### config.mk
export PLATFORM = sky130hd
export DESIGN_NAME = d3_share_arb
export DESIGN_NICKNAME = d
export VERILOG_FILES = /design/src/rtl/d3_share_pkg.sv /design/src/rtl/d3_share_arb_rr_pick.sv /design/src/rtl/d3_share_arb.sv
export SDC_FILE = /design/constraint.sdc
export NUM_CORES = 1
export LEC_CHECK = 0
export CAP_MARGIN = 20
export CORE_MARGIN = 3
export CORE_UTILIZATION = 48
export CTS_CLUSTER_SIZE = 24
export DETAILED_ROUTE_END_ITERATION = 10
export PLACE_DENSITY = 0.8
export SYNTH_ARGS = -nofsm -noshare
export SYNTH_HDL_FRONTEND = slang
export SYNTH_SLANG_ARGS = --single-unit
### constraint.sdc
create_clock -name clk -period 2.5 [get_ports clk]
set_input_delay 0.25 -clock clk [delete_from_list [all_inputs] [get_ports clk]]
set_output_delay 0.25 -clock clk [all_outputs]
set_load 0.1 [all_outputs]
### src/rtl/d3_share_pkg.sv
// d3_share_pkg: shared types and default constants for the d3_share_arb block.
//   state_t          - arbiter FSM encoding (IDLE=0, ISSUE=1, WAIT_ACK=2, RUN=3, FIN=4)
//   N_REQ_DEF        - default number of requesters
//   TIMEOUT_CYC_DEF  - default watchdog limit in cycles
package d3_share_pkg;
    typedef enum logic [2:0] {
        IDLE     = 3'd0,
        ISSUE    = 3'd1,
        WAIT_ACK = 3'd2,
        RUN      = 3'd3,
        FIN      = 3'd4
    } state_t;
    localparam int N_REQ_DEF       = 4;
    localparam int TIMEOUT_CYC_DEF = 1023;
endpackage

### src/rtl/d3_share_arb_rr_pick.sv
// rr_pick: combinational round-robin winner search starting at ptr.
//   req  in  N   request vector
//   ptr  in  PW  index searched first
//   win  out N   one-hot winner, 0 when nothing requested
//   vld  out 1   any request present
module rr_pick #(
    parameter int N  = 4,
    parameter int PW = 2
) (
    input  logic [N-1:0]  req,
    input  logic [PW-1:0] ptr,
    output logic [N-1:0]  win,
    output logic          vld
);
    logic [PW-1:0] j;
    // Walk offsets from far to near so the nearest set bit overwrites last.
    always_comb begin
        win = '0;
        j   = '0;
        for (int i = N - 1; i >= 0; i--) begin
            j = PW'((int'(ptr) + i) % N);
            if (req[j]) begin
                win    = '0;
                win[j] = 1'b1;
            end
        end
    end
    assign vld = |req;
endmodule

### src/rtl/d3_share_arb.sv
// d3_share_arb: round-robin sequencer sharing one start/ready controller among N_REQ requesters.
//   clk, rst    clock and synchronous active-high reset
//   req         level request per requester, held until its done pulse
//   ready_in    controller idle flag
//   start_out   one-cycle controller start
//   grant       one-hot owner of the current run, 0 when idle
//   done        one-cycle completion pulse to the owner
//   busy        high whenever the FSM is not in IDLE
//   timeout     watchdog abort pulse, coincident with done
// Optional watchdog: define D3_SHARE_ARB_WDOG_EN (otherwise timeout is tied 0).
module d3_share_arb
    import d3_share_pkg::*;
#(
    parameter int N_REQ       = N_REQ_DEF,
    parameter int TIMEOUT_CYC = TIMEOUT_CYC_DEF,
    parameter int TW          = 10
) (
    input  logic             clk,
    input  logic             rst,
    input  logic [N_REQ-1:0] req,
    input  logic             ready_in,
    output logic             start_out,
    output logic [N_REQ-1:0] grant,
    output logic [N_REQ-1:0] done,
    output logic             busy,
    output logic             timeout
);
    localparam int PW = $clog2(N_REQ);

    state_t           state, nxt;
    logic [N_REQ-1:0] grant_q, win;
    logic             win_vld, wd_hit;
    logic [PW-1:0]    ptr, gidx;

    rr_pick #(.N(N_REQ), .PW(PW)) u_pick (
        .req(req),
        .ptr(ptr),
        .win(win),
        .vld(win_vld)
    );

    always_comb begin
        gidx = '0;
        for (int i = 0; i < N_REQ; i++)
            if (grant_q[i]) gidx = PW'(i);
    end

`ifdef D3_SHARE_ARB_WDOG_EN
    logic [TW-1:0] wd;
    logic          to_q;
    // Hit one cycle early so FIN lands exactly TIMEOUT_CYC cycles after WAIT_ACK entry.
    assign wd_hit = (state == WAIT_ACK || state == RUN) && wd == TW'(TIMEOUT_CYC - 1);
    always_ff @(posedge clk) begin
        if (rst) begin
            wd   <= '0;
            to_q <= 1'b0;
        end else begin
            wd   <= (state == ISSUE) ? '0 : (state == WAIT_ACK || state == RUN) ? wd + TW'(1) : wd;
            to_q <= wd_hit && !(state == RUN && ready_in);
        end
    end
    assign timeout = (state == FIN) && to_q;
`else
    assign wd_hit  = 1'b0;
    assign timeout = 1'b0;
`endif

    always_comb begin
        nxt = state;
        case (state)
            IDLE:     nxt = (ready_in && win_vld) ? ISSUE : IDLE;
            ISSUE:    nxt = WAIT_ACK;
            WAIT_ACK: nxt = wd_hit ? FIN : ready_in ? WAIT_ACK : RUN;
            RUN:      nxt = (ready_in || wd_hit) ? FIN : RUN;
            default:  nxt = IDLE;
        endcase
    end

    always_ff @(posedge clk) begin
        if (rst) begin
            state   <= IDLE;
            grant_q <= '0;
            ptr     <= '0;
        end else begin
            state <= nxt;
            if (state == IDLE && nxt == ISSUE) grant_q <= win;
            if (state == FIN) begin
                grant_q <= '0;
                ptr     <= (gidx == PW'(N_REQ - 1)) ? '0 : gidx + PW'(1);
            end
        end
    end

    assign start_out = state == ISSUE;
    assign busy      = state != IDLE;
    assign grant     = grant_q;
    assign done      = (state == FIN) ? grant_q : '0;
endmodule
Yosys cells after proc, flatten, opt, wreduce, memory -nomap -nowiden --
Index checks and enable logic that the tools add are counted.
Operators by class: add/subtract/negate cells 4, multipliers 0, div/mod/pow operators 0, $lt $le $gt $ge 8, eq/ne operators 6, shift operators 0, multiplexer cells 29, bitwise gates (word level) 0, reduce and logical (&&, ||, !) cells 10
Operators with widths (number):
- $mux 4 | 5
- $lt 2x3->1 const B | 4
- $pmux 3 s4 | 1
- $mux 1 | 11
- $bmux 1 s2 | 4
- $demux 1 s2 | 4
- $ge 2x1->1 const B | 4
- $eq 3x1->1 const B | 2
- $eq 3x2->1 const B | 2
- $logic_and 1x1->1 | 6
- $mux 2 | 3
- $add 2x1->2 const B | 2
- $add 2x2->2 const B | 2
- $reduce_or 4->1 | 1
- $eq 3x3->1 const B | 1
- $logic_not 3->1 | 1
- $mux 3 | 1
- $reduce_bool 3->1 | 1
- $eq 2x2->1 const B | 1
- $reduce_or 2->1 | 1
Storage, ports and cells: flip-flop bits (word level) 9, bits in latches 0, memory bits (writable) 0, ROM bits 0, bits of input ports 7, output and inout port bits 11, logic and storage cells 60, memories 0

Logic depth before layout (Yosys ltp) --
depth in word-level cells 9, depth in mapped cells 7, gate-level depth less buffers 6

Cells and area by module --
Synthesis repeated with hierarchy kept, for this count alone.
Second synthesis, totals: cell total of the unflattened synthesis 90, area total of the unflattened synthesis 823.3 um^2
By module, submodules not included:
- rr_pick | times used 1, cells an instance 48, area each 421.7 um^2, sequential area each 0.0 um^2
- d3_share_arb | times used 1, cells an instance 42, area each 401.6 um^2, sequential area each 180.2 um^2

Least setup slack after synthesis --
Ideal clock, no wire load.
path kind register -> output, start point register state[2], end point output port start_out, data arrival time 2669 ps, data required time 2250 ps, slack -419 ps, cell stages (with the launch flop) 3, path buffers 1, cell sequence dfxtp_1 clkbuf_1 nor3b_1
On the way: cells in the longest elaborated chain, start to end 1
Ends and longest elaborated chain:
- from (decl) | line d3_share_arb.sv:30 | state_t state, nxt;
- from (signal assigned) | line d3_share_arb.sv:85 | state <= nxt;
- $eq 3x1->1 | line d3_share_arb.sv:94 | assign start_out = state == ISSUE;
- to (decl) | line d3_share_arb.sv:22 | output logic start_out,
Every way passes these cells.

Worst setup path in the final report --
start point register ptr[0], end point register grant_q[2], in the netlist grant[2]
On the way: cells in the longest elaborated chain, start to end 9, elaborated cells between the ends (all ways) 35, classes of those cells 3 x add/sub; 8 x order compare; 20 x mux; 4 x reduce/logical
Ends and longest elaborated chain:
- from (decl) | line d3_share_arb.sv:33 | logic [PW-1:0] ptr, gidx;
- from (signal assigned) | line d3_share_arb.sv:89 | ptr <= (gidx == PW'(N_REQ - 1)) ? '0 : gidx + PW'(1);
- $add 2x2->2 | line d3_share_arb_rr_pick.sv:21 | j = PW'((int'(ptr) + i) % N);
- $lt 2x3->1 (implied by the code) / $ge 2x1->1 (equally long branches) | line d3_share_arb_rr_pick.sv:24 | win[j] = 1'b1;
- $logic_and 1x1->1 (implied by the code) | line d3_share_arb_rr_pick.sv:24
- $mux 1 (implied by the code) | line d3_share_arb_rr_pick.sv:24
- $demux 1 s2
- $mux 4 (3 in series) | line d3_share_arb_rr_pick.sv:22 | if (req[j]) begin
- $mux 4 (*) | line d3_share_arb_rr_pick.sv:22
- to (signal assigned) | line d3_share_arb.sv:86 | if (state == IDLE && nxt == ISSUE) grant_q <= win;
- to (decl) | line d3_share_arb.sv:31 | logic [N_REQ-1:0] grant_q, win;
Mark *: on every way between the ends. The rest lies on a longest branch, timed or not. The select of a mux whose other input is x is not followed. A chain may end at the register's enable or synchronous reset.

==> run_results.csv <==
group,metric,value,unit
finish,finalNonFillerCells,120,
die,die_h,46.17,um
critical_path,cp_cell_sequence,"inv_1, ha_1, mux4_2, nor3_1, o2111ai_1, a31oi_1",
sta,finalHoldViolations,0,
clock_tree,cts_made_buffers,3,
global_route,grt_pass1_wl,2649,um
power,power_switching,0.0001948,W
clock_tree,postCtsHoldBufs,0,
power,p_int,0.0002704,W
power,power_leakage,0.4109,nW
detailed_routing,drtIter0Drc,26,
placed_design,place_ws,323.0,ps
detailed_routing,drc,0,
sta,drv_slew,0,
sta,fin_tns_setup,0,ps
finish,final_cell_mix,"buf_4, dfxtp_1, ha_1",
critical_path,cp.arrival,2290,ps
placed_design,gp_congestion,0.8720,
logic_synthesis,yosys_warnings,0,
critical_path,critical_path_buf_inv_count,1,
die,num_rows,13,
sta,fin_ws,390.8,ps
critical_path,crit_slowest_cell,"dfxtp_1",
detailed_routing,drt-met1-wl,736,um
clock_tree,htreeDepth,1,
logic_synthesis,synthesis.nets,101,
global_route,grt_max_degree,12,
detailed_routing,drt_first_pass_iters,4,
sta,setup_viol,0,
detailed_routing,highest_layer,"met4",
detailed_routing,vias,735,
sta,timing.fmax,474.1,MHz
power,p_total,0.0004653,W
critical_path,cpPeakStageDelay,500,ps
die,die-area,0.002132,mm2
power,power_density,483.6,mW/mm2
finish,drive_above_1_share,0.2667,
global_route,antenna_found_initial,0,
critical_path,cpLargestDelayFamily,"flip-flops",
detailed_routing,route.met2.wl,735,um
placed_design,dp_cells,116,
detailed_routing,finalWirelength,1615,um
sta,finalCriticalPeriod,2109,ps
critical_path,endpoint_kind,"register",
power,max-vdd-ir-drop,0.0003218,V
detailed_routing,ant_nets,0,
flow_run,maxCapViolations,0,
global_route,overflow,0,
die,boundaryPins,18,
clock_tree,post_cts.repair.setup_buffers,0,
finish,final_area,962.2,um2
logic_synthesis,syn_inst,86,
detailed_routing,route.met3.wl,131,um
power,comb_power_share,0.396,
finish,synthToLayoutAreaGrowth,24.23,%
clock_tree,path_clk_slew,60,ps
critical_path,crit_required,2680,ps
run_status,outcome,"finished, final reports clean",
die,die_x,46.17,um
global_route,grt_usage,0.1760,
clock_tree,cts_tree,"done",
global_route,first_global_vias,585,
placed_design,place_hpwl,1313,um
die,core,0.001399,mm2
logic_synthesis,syn-cell-area,774.5,um2
sta,rsz0062_at_grt,"no",
logic_synthesis,ys_types,33,
critical_path,crit_fanout,7,
detailed_routing,via_per_inst,6.125,
logic_synthesis,synth-edff-count,0,
clock_tree,post_cts_resized,0,
finish,nNetsFinal,121,
detailed_routing,wl_per_cell,13.46,um
sta,fin_worst_skew,1.715,ps
critical_path,start_kind,"register",
finish,mostFrequentLayoutCell,"buf_4",
finish,diodes,0,
power,swShare,0.4187,
logic_synthesis,synthFlopType,"dfxtp_1",
logic_synthesis,synth-async-reset-ratio,0,
clock_tree,clk_latency,270,ps
power,p_clk_frac,0.247,
power,seqPwrFrac,0.358,
logic_synthesis,ys_ff_latch,9,
min_path,hp-class,"reg -> reg",
finish,fill_cells,126,
clock_tree,cts.path.max_buffers,2,
sta,finalCritPeriodShare,0.8437,
logic_synthesis,synth_area_per_cell,9.006,um2
clock_tree,root_buffer,"clkbuf_4",
logic_synthesis,ys_seq_area_frac,0.2326,
die,start_util,0.5537,
critical_path,critPathKind,"reg -> reg",
placed_design,io_buffers,16,
placed_design,placed_area,935.9,um2
clock_tree,cts.sinks,9,
## through the flow
stage          utilization  hold slack [ps]
2_1_floorplan            -            322.4
3_3_place_gp        0.6691            475.1
3_5_place_dp        0.6691            492.1
4_1_cts             0.6878            500.3
5_1_grt             0.6878            529.7
6_report            0.6878            490.5
## path summary, 6_finish.rpt
| path | from | end | slack, ps | depth (start not counted) |
|---|---|---|---|---|
| worst max-delay path | ptr[0] | grant[2] | 390 | 6 |
| worst min-delay path | grant[0] | grant[0] | 490 | 2 |
| worst max register to register | ptr[0] | grant[2] | 390 | 6 |
| worst min register to register | grant[0] | grant[0] | 490 | 2 |
## area by class of cell
type / instances / area, um2 / share of cell area
Sequential cell: 9 / 180.2 / 0.1873
Multi-Input combinational cell: 70 / 568.0 / 0.5904
Inverter: 3 / 11.26 / 0.01170
Timing Repair Buffer: 19 / 157.7 / 0.1638
Tap cell: 15 / 18.77 / 0.01951
Clock buffer: 4 / 26.28 / 0.02731
## flip-flops by register name, summed over array words and instances (netlist names)
signal / flops
grant: 4
ptr: 2
state: 3
## worst min-delay path, stage by stage, from the launching register on
cell and delay [ps]:
dfxtp_1 320, nand2_1 60, a31oi_1 60
## kinds of logic after synthesis
| kind of cell | count (synthesis) | synth area share |
|---|---|---|
| buffers and inverters | 7 | 0.04039 |
| AND/OR/NAND/NOR | 36 | 0.2795 |
| multiplexers | 4 | 0.1163 |
| other | 1 | 0.004842 |
| AO/OA/AOI/OAI | 21 | 0.1971 |
| flip-flops | 9 | 0.2326 |
| adder cells (fa/ha/maj) | 8 | 0.1292 |
## power groups by stage
stage	logic [W]	clock network [W]	registers, W
5_1_grt	0.000194	0.000125	0.000169
3_5_place_dp	0.000184	0	0.000170
4_1_cts	0.000184	0.000119	0.000167
2_1_floorplan	0.0000977	0	0.000215
6_report	0.000184	0.000115	0.000167
3_3_place_gp	0.000183	0	0.000170
## metal layers
metal / up-vias / track usage
li1: 364 / -
met4: 0 / 0.06818
met2: 33 / 0.2665
met3: 2 / 0.05859
met1: 336 / 0.2282
met5: - / 0
## cell usage after synthesis, types with 4 or more instances
cell type	number	area [um2]
a31oi_1	4	25.02
nor2_1	5	18.77
nand2b_1	4	25.02
and3_1	4	25.02
mux4_2	4	90.09
ha_1	8	100.1
dfxtp_1	9	180.2
(Power assumes the default switching activity.)
